[config.mk]
export PLATFORM = sky130hd
export DESIGN_NAME = alu_serial_ctrl
export DESIGN_NICKNAME = d
export VERILOG_FILES = /design/src/rtl/alu_serial_ctrl.sv
export SDC_FILE = /design/constraint.sdc
export NUM_CORES = 1
export LEC_CHECK = 0
export BUFFER_PORTS_ARGS = -buffer_cell sky130_fd_sc_hd__buf_2
export CELL_PAD_IN_SITES_DETAIL_PLACEMENT = 0
export CELL_PAD_IN_SITES_GLOBAL_PLACEMENT = 1
export CORE_MARGIN = 5
export CORE_UTILIZATION = 44
export CTS_CLUSTER_SIZE = 10
export DETAILED_ROUTE_END_ITERATION = 10
export GPL_ROUTABILITY_DRIVEN = 0
export GPL_TIMING_DRIVEN = 0
export PLACE_DENSITY = 0.9
export SYNTH_ARGS = -nofsm -noshare
export SYNTH_HDL_FRONTEND = slang
export SYNTH_SLANG_ARGS = --single-unit
export TNS_END_PERCENT = 50
[constraint.sdc]
create_clock -name CLK -period 2.5 [get_ports CLK]
set_input_delay 0.25 -clock CLK [delete_from_list [all_inputs] [get_ports CLK]]
set_output_delay 0.25 -clock CLK [all_outputs]
set_load 0.02 [all_outputs]
[src/rtl/alu_serial_ctrl.sv]
// Bit-serial sequencer for the 1-bit ALU cell: latches operands and mode on START,
// then issues one bit pair per clock (LSB first), chains the carry and rebuilds the result.
module alu_serial_ctrl #(
  parameter int WIDTH = 8
) (
  input  logic             CLK,
  input  logic             RST,
  input  logic             START,
  input  logic [2:0]       MODE,
  input  logic [WIDTH-1:0] OP_A,
  input  logic [WIDTH-1:0] OP_B,
  input  logic             CARRY_IN,
  output logic             BUSY,
  output logic             DONE,
  output logic             ERR,
  output logic [WIDTH-1:0] RESULT,
  output logic             CARRY_OUT,
  output logic [2:0]       ALU_MODE,
  output logic             ALU_A,
  output logic             ALU_B,
  output logic             ALU_CIN,
  input  logic             ALU_X,
  input  logic             ALU_COUT
);

  localparam int CW = (WIDTH > 2) ? $clog2(WIDTH) : 1;
  localparam logic [2:0] MODE_PLUS = 3'b000;
  localparam logic [2:0] MODE_MAX  = 3'b100;

  typedef enum logic [1:0] {IDLE, RUN, FIN} state_t;

  state_t           state_q, state_d;
  logic [WIDTH-1:0] a_sr, b_sr, res_sr;
  logic [2:0]       mode_q;
  logic             carry_q;
  logic [CW-1:0]    cnt;
  logic             err_q;
  logic             legal, accept, last_bit;

  assign legal    = (MODE <= MODE_MAX);
  assign accept   = (state_q != RUN) && START && legal;
  assign last_bit = (cnt == CW'(WIDTH-1));

  always_ff @(posedge CLK or posedge RST) begin
    if (RST) state_q <= IDLE;
    else     state_q <= state_d;
  end

  always_comb begin
    state_d = state_q;
    case (state_q)
      IDLE, FIN: state_d = accept ? RUN : IDLE;
      RUN:       if (last_bit) state_d = FIN;
      default:   state_d = IDLE;
    endcase
  end

  always_comb begin
    BUSY     = 1'b0;
    DONE     = 1'b0;
    ALU_MODE = 3'b000;
    ALU_A    = 1'b0;
    ALU_B    = 1'b0;
    ALU_CIN  = 1'b0;
    case (state_q)
      RUN: begin
        BUSY     = 1'b1;
        ALU_MODE = mode_q;
        ALU_A    = a_sr[0];
        ALU_B    = b_sr[0];
        ALU_CIN  = carry_q;
      end
      FIN:     DONE = 1'b1;
      default: ;
    endcase
  end

  assign ERR = err_q;

  // The cell's carry is registered here, so bit i+1 sees bit i's C_out one cycle later.
  always_ff @(posedge CLK or posedge RST) begin
    if (RST) begin
      a_sr      <= '0;
      b_sr      <= '0;
      res_sr    <= '0;
      mode_q    <= 3'b000;
      carry_q   <= 1'b0;
      cnt       <= '0;
      err_q     <= 1'b0;
      RESULT    <= '0;
      CARRY_OUT <= 1'b0;
    end else begin
      err_q <= (state_q != RUN) && START && !legal;
      if (state_q == RUN) begin
        a_sr    <= a_sr >> 1;
        b_sr    <= b_sr >> 1;
        res_sr  <= {ALU_X, res_sr[WIDTH-1:1]};
        carry_q <= ALU_COUT;
        cnt     <= cnt + CW'(1);
        if (last_bit) begin
          RESULT    <= {ALU_X, res_sr[WIDTH-1:1]};
          CARRY_OUT <= (mode_q == MODE_PLUS) && ALU_COUT;
        end
      end else if (accept) begin
        a_sr    <= OP_A;
        b_sr    <= OP_B;
        mode_q  <= MODE;
        carry_q <= (MODE == MODE_PLUS) && CARRY_IN;
        cnt     <= '0;
      end
    end
  end

endmodule

==> impl_metrics.prom, run 1 <==
# TYPE chip_impl_metric gauge
chip_impl_info{name="outcome",value="finished, final reports clean"} 1
chip_impl_metric{name="gr-total-overflow",unit=""} 0
chip_impl_metric{name="yosysUniqueCellTypes",unit=""} 27
chip_impl_metric{name="finalPower",unit="mW"} 2.77
chip_impl_metric{name="synth-edff-count",unit=""} 0
chip_impl_metric{name="placed_cells_incl_taps",unit=""} 239
chip_impl_metric{name="post-route-worst-setup-slack",unit="ns"} 0.267
chip_impl_metric{name="floorplan.initialDensity",unit="%"} 44.9
chip_impl_metric{name="place.detailed.hpwl",unit="mm"} 2.81
chip_impl_metric{name="req_time_crit_path",unit="ns"} 2.25
chip_impl_metric{name="cts_resized",unit=""} 0
chip_impl_metric{name="drt.antenna.violating_nets",unit=""} 0
chip_impl_metric{name="final_core_utilization",unit="%"} 54.6
chip_impl_metric{name="post-place-ws",unit="ns"} 0.572
chip_impl_metric{name="share_comb_of_total_power",unit="%"} 40.0
chip_impl_metric{name="async_reset_ff_share",unit="%"} 100
chip_impl_metric{name="setup-violations-final",unit=""} 0
chip_impl_metric{name="dr.first_iter.drc_count",unit=""} 113
chip_impl_metric{name="drt_pre_antenna_iters",unit=""} 4
chip_impl_info{name="class_of_the_worst_hold_path",value="input port to asynchronous set/reset pin"} 1
chip_impl_info{name="grt_setup_unrepaired",value="no"} 1
chip_impl_metric{name="cts.reportedPaths.clkPinSlew",unit="ns"} 0.08
chip_impl_metric{name="worstPathArrival",unit="ns"} 1.98
chip_impl_metric{name="timing.reg2reg.setup_slack",unit="ns"} 0.67
chip_impl_metric{name="slowest_delay",unit="ns"} 0.39
chip_impl_metric{name="cts_inserted_buffers",unit=""} 5
chip_impl_metric{name="final_cycle_utilization_of_the_critical_path",unit="%"} 89.3
chip_impl_metric{name="detail_route.wirelength",unit="mm"} 3.86
chip_impl_metric{name="average_size_of_a_mapped_cell",unit="sq um"} 12.1
chip_impl_metric{name="tightest_slew",unit="ns"} 0.853
chip_impl_info{name="timing.critical_path.mode_cell",value="buf_2"} 1
chip_impl_metric{name="groute.usage.overall",unit="%"} 15.5
chip_impl_metric{name="detailroute.via_count",unit=""} 1308
chip_impl_metric{name="cts.sink_count",unit=""} 42
chip_impl_info{name="series_of_cell_instances_along_the_critical_path",value="nand2b_1, buf_6, inv_2, clkbuf_1, buf_2, and2_1, buf_2"} 1
chip_impl_info{name="cts.root.buffer_cell",value="clkbuf_8"} 1
chip_impl_metric{name="h-tree-depth",unit=""} 2
chip_impl_metric{name="irDropWorstVdd",unit="uV"} 485
chip_impl_info{name="setup.worst_path.start_class",value="flop"} 1
chip_impl_metric{name="multi_input_comb_area",unit="sq um"} 653
chip_impl_metric{name="fp.dieArea",unit="sq mm"} 0.00542
chip_impl_info{name="post_synth_top_cells",value="dfrtp_1, nand2_1, and2_1"} 1
chip_impl_metric{name="pin_count_of_the_biggest_net_entering_global_routing",unit=""} 43
chip_impl_metric{name="fillerInstances",unit=""} 350
chip_impl_metric{name="antenna-diode-count",unit=""} 0
chip_impl_metric{name="io_pins",unit=""} 43
chip_impl_metric{name="power.internal",unit="mW"} 1.75
chip_impl_info{name="synth.area.top_cells",value="dfrtp_1, a221o_1, mux2_2"} 1
chip_impl_metric{name="hold_violations",unit=""} 0
chip_impl_info{name="tritoncts",value="done"} 1
chip_impl_metric{name="max_freq",unit="MHz"} 448
chip_impl_metric{name="drt-vias-per-instance",unit=""} 5.30
chip_impl_metric{name="power.density",unit="mW/mm^2"} 1280
chip_impl_info{name="crit_path_top_delay_cell",value="dfrtp_1"} 1
chip_impl_metric{name="grt_antenna_before_repair",unit=""} 0
chip_impl_metric{name="p_switching",unit="mW"} 1.02
chip_impl_metric{name="placeableCoreArea",unit="sq mm"} 0.00397
chip_impl_metric{name="setup-tns-final",unit="ns"} 0
chip_impl_metric{name="area.growth.synth_to_final",unit="%"} 21.7
chip_impl_info{name="synth_most_common_cell",value="dfrtp_1"} 1
chip_impl_metric{name="postCtsSetupBuffers",unit=""} 0
chip_impl_metric{name="syn_inst",unit=""} 147
chip_impl_metric{name="final-instance-count-excl-fill",unit=""} 247
chip_impl_metric{name="min_period",unit="ns"} 2.23
chip_impl_metric{name="final.setup_skew",unit="ns"} 0.00605
chip_impl_metric{name="swShare",unit="%"} 36.7
chip_impl_metric{name="p_leak",unit="nW"} 1.08
chip_impl_metric{name="hold_buffers",unit=""} 0
chip_impl_metric{name="numPortBuffers",unit=""} 42
chip_impl_metric{name="power_frac_seq",unit="%"} 40.8
chip_impl_metric{name="timing_max_transition_violations_final",unit=""} 0
chip_impl_metric{name="synth_top_area_share",unit="%"} 59.0
chip_impl_metric{name="drc",unit=""} 0
chip_impl_metric{name="cts_max_path_buffers",unit=""} 2
chip_impl_info{name="synth_area_leader_cell",value="dfrtp_1"} 1
chip_impl_metric{name="die-height",unit="um"} 73.6
chip_impl_metric{name="first_pass_grt_wire_length",unit="mm"} 6.40
chip_impl_metric{name="yosysSeqAreaShare",unit="%"} 59.0
chip_impl_metric{name="cap_viol_max_count",unit=""} 0
chip_impl_metric{name="layout-drive-gt1-share",unit="%"} 36.5
chip_impl_metric{name="avgRoutedWirePerCell",unit="um"} 15.6
chip_impl_metric{name="synthesis.area",unit="sq mm"} 0.00178
chip_impl_info{name="critical_path_class",value="flop to output pin"} 1
chip_impl_metric{name="synth.ff_latch_count",unit=""} 42
chip_impl_metric{name="register_area",unit="sq mm"} 0.00105
chip_impl_metric{name="first_global_vias",unit=""} 1379
chip_impl_metric{name="num-nets-final",unit=""} 223
chip_impl_info{name="critPathCaptureType",value="output pin"} 1
chip_impl_metric{name="clock_latency",unit="ns"} 0.30
chip_impl_metric{name="postSynthNetCount",unit=""} 174
chip_impl_metric{name="clock_power_share",unit="%"} 19.2
chip_impl_metric{name="yosys_warnings",unit=""} 0
chip_impl_metric{name="placement_rows",unit=""} 23
chip_impl_metric{name="timing.critical_path.fanout_max",unit=""} 10
chip_impl_metric{name="die-width",unit="um"} 73.6
chip_impl_metric{name="max_slew_margin",unit="%"} 43.0
chip_impl_info{name="ys_dominant_reg_cell",value="dfrtp_1"} 1
==> critical path, delay by kind of cell, from the launching register on <==
kind / cells / cell delay (ns)
AND/OR/NAND/NOR: 2 / 0.33
buffers and inverters: 5 / 0.97
flip-flops: 1 / 0.39
==> per-layer routing <==
| layer | wire length (um) | track usage (%) | vias up |
|---|---|---|---|
| met5 | 0 | 0 | - |
| met4 | 108 | 7.65 | 0 |
| met3 | 187 | 4.10 | 12 |
| met2 | 1920 | 23.7 | 35 |
| met1 | 1640 | 20.2 | 641 |
| li1 | - | - | 620 |
==> through the flow <==
| stage | hold slack [ns] | instance area, sq um |
|---|---|---|
| final | 0.124 | 2170 |
| after global routing | 0.179 | 2170 |
| after global placement | 0.458 | 2050 |
| after floorplan | 0.355 | 1780 |
| after detailed placement | 0.468 | 2050 |
| after CTS | 0.146 | 2170 |
==> registers in the layout, indices dropped and copies added (netlist names) <==
name and count:
mode_q 3, cnt 3, res_sr 7, ERR 1, RESULT 8, CARRY_OUT 1
b_sr 8, a_sr 8, carry_q 1, state_q 2
==> cell families after synthesis <==
group / count (synthesis) / synth area share [%]
AO/OA/AOI/OAI: 24 / 12.4
multiplexers: 11 / 6.95
flip-flops: 42 / 59.0
AND/OR/NAND/NOR: 54 / 15.9
adder cells (fa/ha/maj): 2 / 1.40
buffers and inverters: 14 / 4.35
==> power groups by stage <==
stage,combinational [mW],clock [mW],sequential (mW)
2_1_floorplan,0.709,0,1.19
3_3_place_gp,1.08,0,1.12
3_5_place_dp,1.11,0,1.14
4_1_cts,1.12,0.546,1.13
5_1_grt,1.22,0.579,1.16
6_report,1.11,0.533,1.13
==> layout make-up <==
cell class | count | area share, %
plain buffers | 9 | 2.71
clock buffers | 5 | 3.17
clock inverters | 3 | 2.08
inverters | 5 | 0.866
multi-input cells | 91 | 30.1
flip-flops and latches | 42 | 48.5
well taps | 50 | 2.89
repair buffers | 42 | 9.69
==> placed cells by master (no fill, tap or decap), drive strengths merged, types with 3 or more instances in the layout <==
| cell | synthesis | layout |
|---|---|---|
| nand2 | 23 | 23 |
| clkbuf | 4 | 9 |
| buf | 5 | 47 |
| nor2 | 3 | 3 |
| dfrtp | 42 | 42 |
| a221o | 15 | 15 |
| mux2 | 11 | 11 |
| and2 | 18 | 18 |
| inv | 5 | 5 |
==> path summary, 6_finish.rpt <==
check,startpoint,to,depth (start not counted)
max in group asynchronous,RST,b_sr[5]$_DFFE_PP0P_,2
max reg2reg,cnt[0]$_DFFE_PP0P_,RESULT[1]$_DFFE_PP0P_,5
min,RST,RESULT[1]$_DFFE_PP0P_,2
min reg2reg,res_sr[1]$_DFFE_PP0P_,res_sr[1]$_DFFE_PP0P_,2
min in group CLK,ALU_X,res_sr[7]$_DFFE_PP0P_,3
max,state_q[1]$_DFFE_PP0P_,ALU_MODE[0],7
Note: power is estimated with default switching activity, not from simulation.
==> run 2: changes to the inputs <==
--- a/config.mk
+++ b/config.mk
@@ -14,7 +14,8 @@
 export DETAILED_ROUTE_END_ITERATION = 10
 export GPL_ROUTABILITY_DRIVEN = 0
 export GPL_TIMING_DRIVEN = 0
-export PLACE_DENSITY = 0.9
+export PLACE_DENSITY_LB_ADDON = 0.1
+export SETUP_SLACK_MARGIN = 0.2
 export SYNTH_ARGS = -nofsm -noshare
 export SYNTH_HDL_FRONTEND = slang
 export SYNTH_SLANG_ARGS = --single-unit
==> run 2 against run 1 <==
Against the previous run:
- sequential share of layout area increased by 0.83 points
- largest power group unchanged
- routed wire length grew 0.18%
- final cell count is 0.40% lower
- critical endpoint unchanged
==> impl_metrics.prom, run 2 (synthesized netlist as in run 1, its figures left out) <==
# TYPE chip_impl_metric gauge
chip_impl_metric{name="cts.sink_count",unit=""} 42
chip_impl_info{name="crit_path_start",value="state_q[1]$_DFFE_PP0P_"} 1
chip_impl_metric{name="placement_rows",unit=""} 23
chip_impl_metric{name="setup-tns-final",unit="ns"} 0
chip_impl_metric{name="worstPathBufferInverterCount",unit=""} 5
chip_impl_metric{name="grt_antenna_before_repair",unit=""} 0
chip_impl_metric{name="place.detailed.hpwl",unit="mm"} 2.78
chip_impl_metric{name="num-nets-final",unit=""} 223
chip_impl_metric{name="gr-total-overflow",unit=""} 0
chip_impl_metric{name="max_slew_margin",unit="%"} 42.6
chip_impl_metric{name="placed_cells_incl_taps",unit=""} 239
chip_impl_metric{name="min_period",unit="ns"} 2.12
chip_impl_info{name="final_cell_mix",value="buf_2, dfrtp_1, nand2_1"} 1
chip_impl_metric{name="h-tree-depth",unit=""} 2
chip_impl_metric{name="timing_max_transition_violations_final",unit=""} 0
chip_impl_metric{name="worstRegToRegCells",unit=""} 5
chip_impl_metric{name="max_freq",unit="MHz"} 472
chip_impl_metric{name="cts_max_path_buffers",unit=""} 2
chip_impl_metric{name="drc",unit=""} 0
chip_impl_metric{name="final_cycle_utilization_of_the_critical_path",unit="%"} 84.7
chip_impl_metric{name="pin_count_of_the_biggest_net_entering_global_routing",unit=""} 43
chip_impl_metric{name="io_pins",unit=""} 43
chip_impl_metric{name="share_comb_of_total_power",unit="%"} 41.9
chip_impl_info{name="critical_path_class",value="flop to output pin"} 1
chip_impl_metric{name="area.growth.synth_to_final",unit="%"} 19.7
chip_impl_metric{name="final.setup_skew",unit="ns"} 0.00446
chip_impl_info{name="largestRegisters",value="RESULT (8), a_sr (8), b_sr (8)"} 1
chip_impl_info{name="final_common_cell",value="buf_2"} 1
chip_impl_metric{name="fp.dieArea",unit="sq mm"} 0.00542
chip_impl_metric{name="antenna-diode-count",unit=""} 0
chip_impl_metric{name="drt_pre_antenna_iters",unit=""} 4
chip_impl_info{name="series_of_cell_instances_along_the_critical_path",value="nand2b_1, buf_6, inv_2, clkbuf_2, buf_2, and2_1, buf_2"} 1
chip_impl_metric{name="cp_num_cells",unit=""} 7
chip_impl_metric{name="timing.critical_path.fanout_max",unit=""} 10
chip_impl_metric{name="final-instance-count-excl-fill",unit=""} 246
chip_impl_metric{name="req_time_crit_path",unit="ns"} 2.25
chip_impl_info{name="critPathTopFamily",value="buffers and inverters"} 1
chip_impl_metric{name="setup-violations-final",unit=""} 0
chip_impl_metric{name="hold_slack",unit="ns"} 0.142
chip_impl_info{name="critPathCaptureType",value="output pin"} 1
chip_impl_metric{name="cts.reportedPaths.clkPinSlew",unit="ns"} 0.07
chip_impl_metric{name="p_switching",unit="mW"} 0.986
chip_impl_metric{name="power.internal",unit="mW"} 1.65
chip_impl_metric{name="drt.antenna.violating_nets",unit=""} 0
chip_impl_metric{name="detailroute.via_count",unit=""} 1275
chip_impl_metric{name="layout-drive-gt1-share",unit="%"} 35.7
chip_impl_info{name="setup.worst_path.start_class",value="flop"} 1
chip_impl_metric{name="numPortBuffers",unit=""} 42
chip_impl_metric{name="p_leak",unit="nW"} 1.07
chip_impl_info{name="class_of_the_worst_hold_path",value="input port to asynchronous set/reset pin"} 1
chip_impl_info{name="regToRegStartpoint",value="cnt[0]$_DFFE_PP0P_"} 1
chip_impl_metric{name="avgRoutedWirePerCell",unit="um"} 15.7
chip_impl_metric{name="swShare",unit="%"} 37.4
chip_impl_info{name="cts.root.buffer_cell",value="clkbuf_8"} 1
chip_impl_metric{name="placeableCoreArea",unit="sq mm"} 0.00397
chip_impl_info{name="grt_setup_unrepaired",value="no"} 1
chip_impl_metric{name="floorplan.initialDensity",unit="%"} 44.9
chip_impl_metric{name="power.density",unit="mW/mm^2"} 1240
chip_impl_info{name="outcome",value="finished, final reports clean"} 1
chip_impl_metric{name="first_pass_grt_wire_length",unit="mm"} 6.57
chip_impl_metric{name="die-width",unit="um"} 73.6
chip_impl_metric{name="detail_route.wirelength",unit="mm"} 3.86
chip_impl_metric{name="slowest_delay",unit="ns"} 0.39
chip_impl_metric{name="groute.usage.overall",unit="%"} 16.0
chip_impl_metric{name="power_frac_seq",unit="%"} 42.8
chip_impl_metric{name="tightest_slew",unit="ns"} 0.860
chip_impl_info{name="tritoncts",value="done"} 1
chip_impl_metric{name="clock_latency",unit="ns"} 0.29
chip_impl_metric{name="die-height",unit="um"} 73.6
chip_impl_metric{name="placement.cell_area",unit="sq mm"} 0.00205
chip_impl_info{name="timing.critical_path.mode_cell",value="buf_2"} 1
chip_impl_metric{name="cap_viol_max_count",unit=""} 0
chip_impl_metric{name="first_global_vias",unit=""} 1279
chip_impl_info{name="crit_path_top_delay_cell",value="dfrtp_1"} 1
chip_impl_metric{name="hold_violations",unit=""} 0
chip_impl_metric{name="irDropWorstVdd",unit="uV"} 553
chip_impl_metric{name="clock_power_share",unit="%"} 15.3
chip_impl_metric{name="cts_inserted_buffers",unit=""} 5
chip_impl_metric{name="area_of_all_placed_cells_without_fillers",unit="sq mm"} 0.00213
chip_impl_metric{name="drt-vias-per-instance",unit=""} 5.18
chip_impl_metric{name="worstPathArrival",unit="ns"} 1.87
chip_impl_metric{name="dr.first_iter.drc_count",unit=""} 86
-- run 2: metrics by stage --
step	utilization [%]	worst slack, ns	power (mW)
finish	53.7	0.382	2.64
global route	53.7	0.240	2.83
CTS	53.7	0.206	2.67
detailed placement	51.7	0.537	2.25
global placement	51.7	0.548	2.21
floorplan	-	0.816	1.90
-- run 2: final timing paths --
check,endpoint,slack [ns]
setup reg to reg,RESULT[0]$_DFFE_PP0P_,0.58
hold / removal,cnt[0]$_DFFE_PP0P_,0.14
setup / recovery,ALU_MODE[0],0.38
hold reg to reg,res_sr[1]$_DFFE_PP0P_,0.48
max in group asynchronous,res_sr[5]$_DFFE_PP0P_,1.83
min in group CLK,res_sr[7]$_DFFE_PP0P_,0.19
-- run 2: cell type report --
cell class / count / area, sq um
inverters: 5 / 18.8
repair buffers: 42 / 210
fillers: 380 / 1840
multi-input cells: 91 / 653
well taps: 50 / 62.6
flip-flops and latches: 42 / 1050
plain buffers: 9 / 60.1
clock buffers: 7 / 76.3
-- run 2: power by group through the flow --
stage	Combinational [mW]	Clock, mW	Sequential, mW
2_1_floorplan	0.709	0	1.19
3_3_place_gp	1.09	0	1.12
3_5_place_dp	1.11	0	1.14
4_1_cts	1.12	0.415	1.13
5_1_grt	1.21	0.446	1.17
6_report	1.10	0.403	1.13
-- run 2: routing by layer --
metal / wire [um] / global-route usage, % / vias up
li1: - / - / 617
met1: 1810 / 22.0 / 626
met2: 1790 / 24.5 / 27
met3: 212 / 4.65 / 5
met4: 53 / 4.83 / 0
met5: 0 / 0 / -
-- run 2: repair_timing --
item	in CTS	in global routing
buffers inserted	0	0
hold buffers	0	0
gates resized for setup	0	2
endpoints found under the setup margin	0	3
